### config.mk
export PLATFORM = sky130hd
export DESIGN_NAME = wb_stage_flat
export DESIGN_NICKNAME = d
export VERILOG_FILES = /design/src/rtl/wb_stage_if.sv /design/src/rtl/wb_stage.sv /design/src/flat_wrapper.sv
export SDC_FILE = /design/constraint.sdc
export NUM_CORES = 1
export LEC_CHECK = 0
export ABC_CLOCK_PERIOD_IN_PS = 3600
export CORE_MARGIN = 5
export CORE_UTILIZATION = 47
export DETAILED_ROUTE_END_ITERATION = 8
export GPL_TIMING_DRIVEN = 0
export PLACE_DENSITY_LB_ADDON = 0.12
export SLEW_MARGIN = 30
export SYNTH_ARGS = -nofsm -noshare
export SYNTH_HDL_FRONTEND = slang
export SYNTH_SLANG_ARGS = --single-unit
### constraint.sdc
create_clock -name clk -period 3.6 [get_ports clk]
set_clock_uncertainty 0.15 [all_clocks]
set_input_delay 0.54 -clock clk [delete_from_list [all_inputs] [get_ports clk]]
set_output_delay 0.54 -clock clk [all_outputs]
set_load 0.005 [all_outputs]
### src/rtl/wb_stage_if.sv
// Execute-side handshake, data-memory response and register-file write port
// of the writeback stage, bundled for connection between stages.
interface wb_stage_if;
  logic        x_valid;
  logic        x_ready;
  logic [4:0]  x_rd;
  logic        x_reg_we;
  logic [1:0]  x_wb_sel;
  logic [31:0] x_alu_result;
  logic [31:0] x_pc4;
  logic [2:0]  x_funct3;
  logic [1:0]  x_addr_lo;
  logic        dmem_resp_valid;
  logic [31:0] dmem_resp_data;
  logic        we;
  logic [4:0]  wb_addr;
  logic [31:0] wb_data;
  logic        load_pending;
  logic [4:0]  pending_rd;
  logic        retire;
  logic [31:0] instret;
  logic        resp_err;

  modport master (
    output x_valid, x_rd, x_reg_we, x_wb_sel, x_alu_result, x_pc4,
           x_funct3, x_addr_lo, dmem_resp_valid, dmem_resp_data,
    input  x_ready, we, wb_addr, wb_data, load_pending, pending_rd,
           retire, instret, resp_err
  );

  modport slave (
    input  x_valid, x_rd, x_reg_we, x_wb_sel, x_alu_result, x_pc4,
           x_funct3, x_addr_lo, dmem_resp_valid, dmem_resp_data,
    output x_ready, we, wb_addr, wb_data, load_pending, pending_rd,
           retire, instret, resp_err
  );
endinterface

### src/rtl/wb_stage.sv
// Writeback stage: one-entry holding register, load-response wait, load
// alignment, register-file write port, hazard export and retire counter.
//
// state | meaning
// EMPTY | no instruction held
// FULL  | commit cycle: register-file write and retire pulse
// WAIT  | load held, waiting for the data-memory response
module wb_stage (
  input logic     clk,
  input logic     reset,
  wb_stage_if.slave wb
);

  typedef enum logic [1:0] {EMPTY = 2'd0, FULL = 2'd1, WAIT = 2'd2} state_t;

  state_t      state_q, state_d;
  logic        accept;
  logic [4:0]  rd_q;
  logic        reg_we_q;
  logic [31:0] data_q;
  logic [2:0]  funct3_q;
  logic [1:0]  addr_lo_q;
  logic [31:0] instret_q;
  logic        resp_err_q;
  logic [31:0] lane_b, lane_h, load_val;

  assign accept = wb.x_valid && (state_q != WAIT);

  always_ff @(posedge clk) begin
    if (reset) state_q <= EMPTY;
    else       state_q <= state_d;
  end

  always_comb begin
    state_d = EMPTY;
    if (accept)
      state_d = (wb.x_wb_sel == 2'd2) ? WAIT : FULL;
    else if (state_q == WAIT)
      state_d = wb.dmem_resp_valid ? FULL : WAIT;
  end

  always_comb begin
    wb.x_ready      = (state_q != WAIT);
    wb.retire       = (state_q == FULL);
    wb.we           = (state_q == FULL) && reg_we_q && (rd_q != 5'd0);
    wb.wb_addr      = (state_q == FULL) ? rd_q : 5'd0;
    wb.wb_data      = (state_q == FULL) ? data_q : 32'd0;
    wb.load_pending = (state_q == WAIT);
    wb.pending_rd   = (state_q == WAIT) ? rd_q : 5'd0;
    wb.instret      = instret_q;
    wb.resp_err     = resp_err_q;
  end

  // Halfword lanes ignore addr_lo[0]; misaligned halves are not split.
  always_comb begin
    lane_b = wb.dmem_resp_data >> {addr_lo_q, 3'b000};
    lane_h = wb.dmem_resp_data >> {addr_lo_q[1], 4'b0000};
    case (funct3_q)
      3'b000:  load_val = {{24{lane_b[7]}}, lane_b[7:0]};
      3'b100:  load_val = {24'd0, lane_b[7:0]};
      3'b001:  load_val = {{16{lane_h[15]}}, lane_h[15:0]};
      3'b101:  load_val = {16'd0, lane_h[15:0]};
      default: load_val = wb.dmem_resp_data;
    endcase
  end

  always_ff @(posedge clk) begin
    if (reset) begin
      rd_q       <= 5'd0;
      reg_we_q   <= 1'b0;
      data_q     <= 32'd0;
      funct3_q   <= 3'd0;
      addr_lo_q  <= 2'd0;
      instret_q  <= 32'd0;
      resp_err_q <= 1'b0;
    end else begin
      if (state_q == FULL)
        instret_q <= instret_q + 32'd1;
      if (wb.dmem_resp_valid && state_q != WAIT)
        resp_err_q <= 1'b1;
      if (state_q == WAIT && wb.dmem_resp_valid)
        data_q <= load_val;
      if (accept) begin
        rd_q      <= wb.x_rd;
        reg_we_q  <= wb.x_reg_we;
        funct3_q  <= wb.x_funct3;
        addr_lo_q <= wb.x_addr_lo;
        data_q    <= (wb.x_wb_sel == 2'd1) ? wb.x_pc4 : wb.x_alu_result;
      end
    end
  end

endmodule

### src/flat_wrapper.sv
// flat-port wrapper written by rule: the top's interface ports become plain ports
module wb_stage_flat 
  (clk, reset, wb_x_valid, wb_x_rd, wb_x_reg_we, wb_x_wb_sel, wb_x_alu_result, wb_x_pc4, wb_x_funct3, wb_x_addr_lo, wb_dmem_resp_valid, wb_dmem_resp_data, wb_x_ready, wb_we, wb_wb_addr, wb_wb_data, wb_load_pending, wb_pending_rd, wb_retire, wb_instret, wb_resp_err);
  wb_stage_if wb_i ();
  input logic clk;
  input logic reset;
  input wire logic [$bits(wb_i.x_valid)-1:0] wb_x_valid;
  input wire logic [$bits(wb_i.x_rd)-1:0] wb_x_rd;
  input wire logic [$bits(wb_i.x_reg_we)-1:0] wb_x_reg_we;
  input wire logic [$bits(wb_i.x_wb_sel)-1:0] wb_x_wb_sel;
  input wire logic [$bits(wb_i.x_alu_result)-1:0] wb_x_alu_result;
  input wire logic [$bits(wb_i.x_pc4)-1:0] wb_x_pc4;
  input wire logic [$bits(wb_i.x_funct3)-1:0] wb_x_funct3;
  input wire logic [$bits(wb_i.x_addr_lo)-1:0] wb_x_addr_lo;
  input wire logic [$bits(wb_i.dmem_resp_valid)-1:0] wb_dmem_resp_valid;
  input wire logic [$bits(wb_i.dmem_resp_data)-1:0] wb_dmem_resp_data;
  output wire logic [$bits(wb_i.x_ready)-1:0] wb_x_ready;
  output wire logic [$bits(wb_i.we)-1:0] wb_we;
  output wire logic [$bits(wb_i.wb_addr)-1:0] wb_wb_addr;
  output wire logic [$bits(wb_i.wb_data)-1:0] wb_wb_data;
  output wire logic [$bits(wb_i.load_pending)-1:0] wb_load_pending;
  output wire logic [$bits(wb_i.pending_rd)-1:0] wb_pending_rd;
  output wire logic [$bits(wb_i.retire)-1:0] wb_retire;
  output wire logic [$bits(wb_i.instret)-1:0] wb_instret;
  output wire logic [$bits(wb_i.resp_err)-1:0] wb_resp_err;
  assign wb_i.x_valid = wb_x_valid;
  assign wb_i.x_rd = wb_x_rd;
  assign wb_i.x_reg_we = wb_x_reg_we;
  assign wb_i.x_wb_sel = wb_x_wb_sel;
  assign wb_i.x_alu_result = wb_x_alu_result;
  assign wb_i.x_pc4 = wb_x_pc4;
  assign wb_i.x_funct3 = wb_x_funct3;
  assign wb_i.x_addr_lo = wb_x_addr_lo;
  assign wb_i.dmem_resp_valid = wb_dmem_resp_valid;
  assign wb_i.dmem_resp_data = wb_dmem_resp_data;
  assign wb_x_ready = wb_i.x_ready;
  assign wb_we = wb_i.we;
  assign wb_wb_addr = wb_i.wb_addr;
  assign wb_wb_data = wb_i.wb_data;
  assign wb_load_pending = wb_i.load_pending;
  assign wb_pending_rd = wb_i.pending_rd;
  assign wb_retire = wb_i.retire;
  assign wb_instret = wb_i.instret;
  assign wb_resp_err = wb_i.resp_err;
  wb_stage u_core (.clk(clk), .reset(reset), .wb(wb_i));
endmodule
==> impl_metrics.env <==
export IMPL_cts_setup_buffers=0
export IMPL_outcome="finished clean"
export IMPL_dieArea_um2=11700
export IMPL_syn_to_final_growth_pct=50.4
export IMPL_r2r_start="u_core.wb.instret[2]$_SDFFE_PP0N_"
export IMPL_antenna_found_initial=0
export IMPL_cp_end_kind="output pin"
export IMPL_synth_seq_area_share_pct=34.5
export IMPL_path_max_fanout=10
export IMPL_worst_path_max_delay_cell="clkbuf_1"
export IMPL_wirelength_um=16700
export IMPL_clk_pin_slew_ps=90
export IMPL_worstHoldEndpoint="u_core.data_q[3]$_SDFFE_PP0P_"
export IMPL_fmax_ghz=0.311
export IMPL_hold_path_cell_count=2
export IMPL_ctsLongestPathBuffers=2
export IMPL_grt_max_degree=15
export IMPL_drtAntennaViolNets=0
export IMPL_r2r_cells=6
export IMPL_final_common_cell="clkdlybuf4s50_1"
export IMPL_hold_buffers=0
export IMPL_worstSetupStartpointType="register"
export IMPL_slew_headroom_pct=54.9
export IMPL_cpPeakStageDelay_ps=530
export IMPL_async_flop_share_pct=0
export IMPL_grt_pass1_vias=5010
export IMPL_hold_slack_ps=326
export IMPL_powerDensity_nw_per_um2=307
export IMPL_cts_buffers=9
export IMPL_drive_above_1_share_pct=7.74
export IMPL_cts_tree="yes"
export IMPL_r2r_end="u_core.wb.instret[25]$_SDFFE_PP0N_"
export IMPL_worstHoldPathType="reg2reg"
export IMPL_worst_pin_slew_ps=676
export IMPL_die_h_um=108
export IMPL_first_pass_iters=5
export IMPL_syn_nets=657
export IMPL_core_um2=9330
export IMPL_ctsHtreeMaxLevel=3
export IMPL_synth_cells=543
export IMPL_path_class="reg2out"
export IMPL_grt_pass1_wl_um=25800
export IMPL_floorplan_initialDensity_pct=48.6
export IMPL_first_iter_violations=314
export IMPL_grt_usage_pct=27.6
export IMPL_cts_resized=0
export IMPL_crit_family="buffers and inverters"
export IMPL_place_gp_congestion=0.909
export IMPL_final_nets=858
export IMPL_via_per_inst=5.87
export IMPL_yosys_register_bits=78
export IMPL_cts_sinks=78
export IMPL_yosys_warnings=0
export IMPL_clk_latency_ps=360
export IMPL_wl_met2_um=7960
export IMPL_rows=35
export IMPL_route_detailed_wl_per_inst_um=19.0
export IMPL_syn_area_um2=4530
export IMPL_synthDistinctLibCells=50
export IMPL_dp_cells=862
export IMPL_hold_viol=0
export IMPL_wl_met3_um=1670
export IMPL_num_antenna_cells=0
export IMPL_syn_avg_cell_area_um2=8.35
export IMPL_path_cells="nor2b_1 -> clkbuf_1 -> and2_1 -> clkdlybuf4s50_1"
export IMPL_drc=0
export IMPL_setup_viol=0
export IMPL_cts_root_buf="clkbuf_8"
export IMPL_synth_edf_count=0
export IMPL_cp_data_required_time_ps=2910
export IMPL_fin_setup_tns_ps=0
export IMPL_holdCritStartpoint="u_core.data_q[3]$_SDFFE_PP0P_"
export IMPL_crit_buf_inv=2
export IMPL_yosys_most_used_dff="dfxtp_1"
export IMPL_rsz0062_at_grt="no"
export IMPL_p_leak_nw=2.32
export IMPL_port_buffers=190
export IMPL_most_common_layout_cells="clkdlybuf4s50_1, dfxtp_1, a21oi_1"
export IMPL_ir_worst_vdd_uv=203
export IMPL_cap_violations=0
export IMPL_fin_crit_ps=3220
export IMPL_stdcell_count=878
export IMPL_via_count=5153
export IMPL_gr_total_overflow=0
export IMPL_dp_final_hpwl_um=13000
export IMPL_fin_crit_sh_pct=89.4
export IMPL_io_pins=192
export IMPL_wl_met1_um=6720
export IMPL_r2r_slack_ps=1140
export IMPL_cp_arrival_ps=2530
export IMPL_top_layer="met4"
export IMPL_slew_violations=0
export IMPL_die_w_um=108
==> worst max path at each step <==
stage | from | endpoint | slack, ps | cells past startpoint
after floorplan | wb_x_wb_sel[0] | u_core.data_q[30]$_SDFFE_PP0P_ | 1540 | 6
after global placement | wb_x_wb_sel[0] | u_core.data_q[30]$_SDFFE_PP0P_ | 560 | 7
after detailed placement | wb_x_wb_sel[0] | u_core.data_q[30]$_SDFFE_PP0P_ | 560 | 7
after CTS | u_core.state_q[0]$_SDFF_PP0_ | wb_wb_data[6] | 410 | 4
after global routing | u_core.state_q[0]$_SDFF_PP0_ | wb_wb_data[6] | 300 | 4
final | u_core.state_q[0]$_SDFF_PP0_ | wb_wb_data[6] | 380 | 4
==> tightest hold or removal path: stages, from the launching register on <==
cell	delay (ps)
dfxtp_1	310
nand2_1	50
a31oi_1	60
==> through the flow <==
stage               worst slack (ps)  total power [mW]  utilization (%)  cell area [um^2]
finish                           382              2.09             73.1              6820
global route                     303              2.16             73.1              6820
CTS                              409              2.09             73.1              6820
detailed placement               556              1.37             70.7              6600
global placement                 561              1.36             70.7              6600
floorplan                       1540              1.14                -              4530
==> cell usage after synthesis (all sizes together) (4+ instances only) <==
library cell / count / area (um^2)
mux2i: 13 / 130
or4: 17 / 131
nand3b: 4 / 30.0
nand4: 8 / 56.3
dfxtp: 78 / 1560
nand3: 11 / 60.1
nor2: 17 / 63.8
o221ai: 5 / 43.8
and4: 4 / 35.0
nor3: 7 / 35.0
and2: 43 / 269
buf: 7 / 36.3
nor2b: 9 / 56.3
xnor2: 6 / 52.6
clkbuf: 39 / 146
o21ai: 10 / 50.1
nand2b: 6 / 37.5
mux2: 34 / 383
o31ai: 14 / 105
a211oi: 9 / 67.6
o22ai: 20 / 125
a22oi: 29 / 218
a21oi: 52 / 260
a211o: 4 / 35.0
inv: 11 / 41.3
nand2: 46 / 173
or3: 10 / 62.6
==> state kept, by name, summed over array words and instances, names as in the netlist <==
signal and flops:
u_core.rd_q 5, u_core.funct3_q 3, u_core.addr_lo_q 2, u_core.state_q 2, u_core.wb.resp_err 1, u_core.wb.instret 32
u_core.reg_we_q 1, u_core.data_q 32
==> logic make-up (layout without fill, tap and decap cells) <==
| logic type | count (synthesis) | in the layout | share of synthesized area (%) |
|---|---|---|---|
| and+or+nand+nor | 187 | 187 | 23.2 |
| AOI/OAI and AO/OA | 163 | 163 | 23.6 |
| DFF | 78 | 78 | 34.5 |
| buffers and inverters | 57 | 263 | 4.94 |
| muxes | 48 | 48 | 11.8 |
| xor gates and xnor gates | 9 | 9 | 1.74 |
| adders and majority gates | 1 | 1 | 0.276 |
==> routing by layer <==
metal	track usage, %	vias to the layer above
met5	0	-
met4	8.12	0
li1	-	2421
met3	6.09	35
met1	35.4	2421
met2	46.6	276
==> area by class of cell <==
class / instances / area [um^2]
Clock inverter: 7 / 96.3
Inverter: 11 / 41.3
Buffer: 46 / 183
Multi-Input combinational cell: 408 / 2750
Clock buffer: 9 / 124
Sequential cell: 78 / 1560
Tap cell: 129 / 161
Fill cell: 774 / 2510
Timing Repair Buffer: 190 / 1900
==> report_power, final <==
group	leakage [nW]	switching, mW	total, mW	internal, mW
combinational	1.57	0.195	0.432	0.237
clock	0.114	0.346	0.739	0.393
sequential	0.638	0.0214	0.922	0.900
No activity file was read; power rests on OpenSTA's default activity.
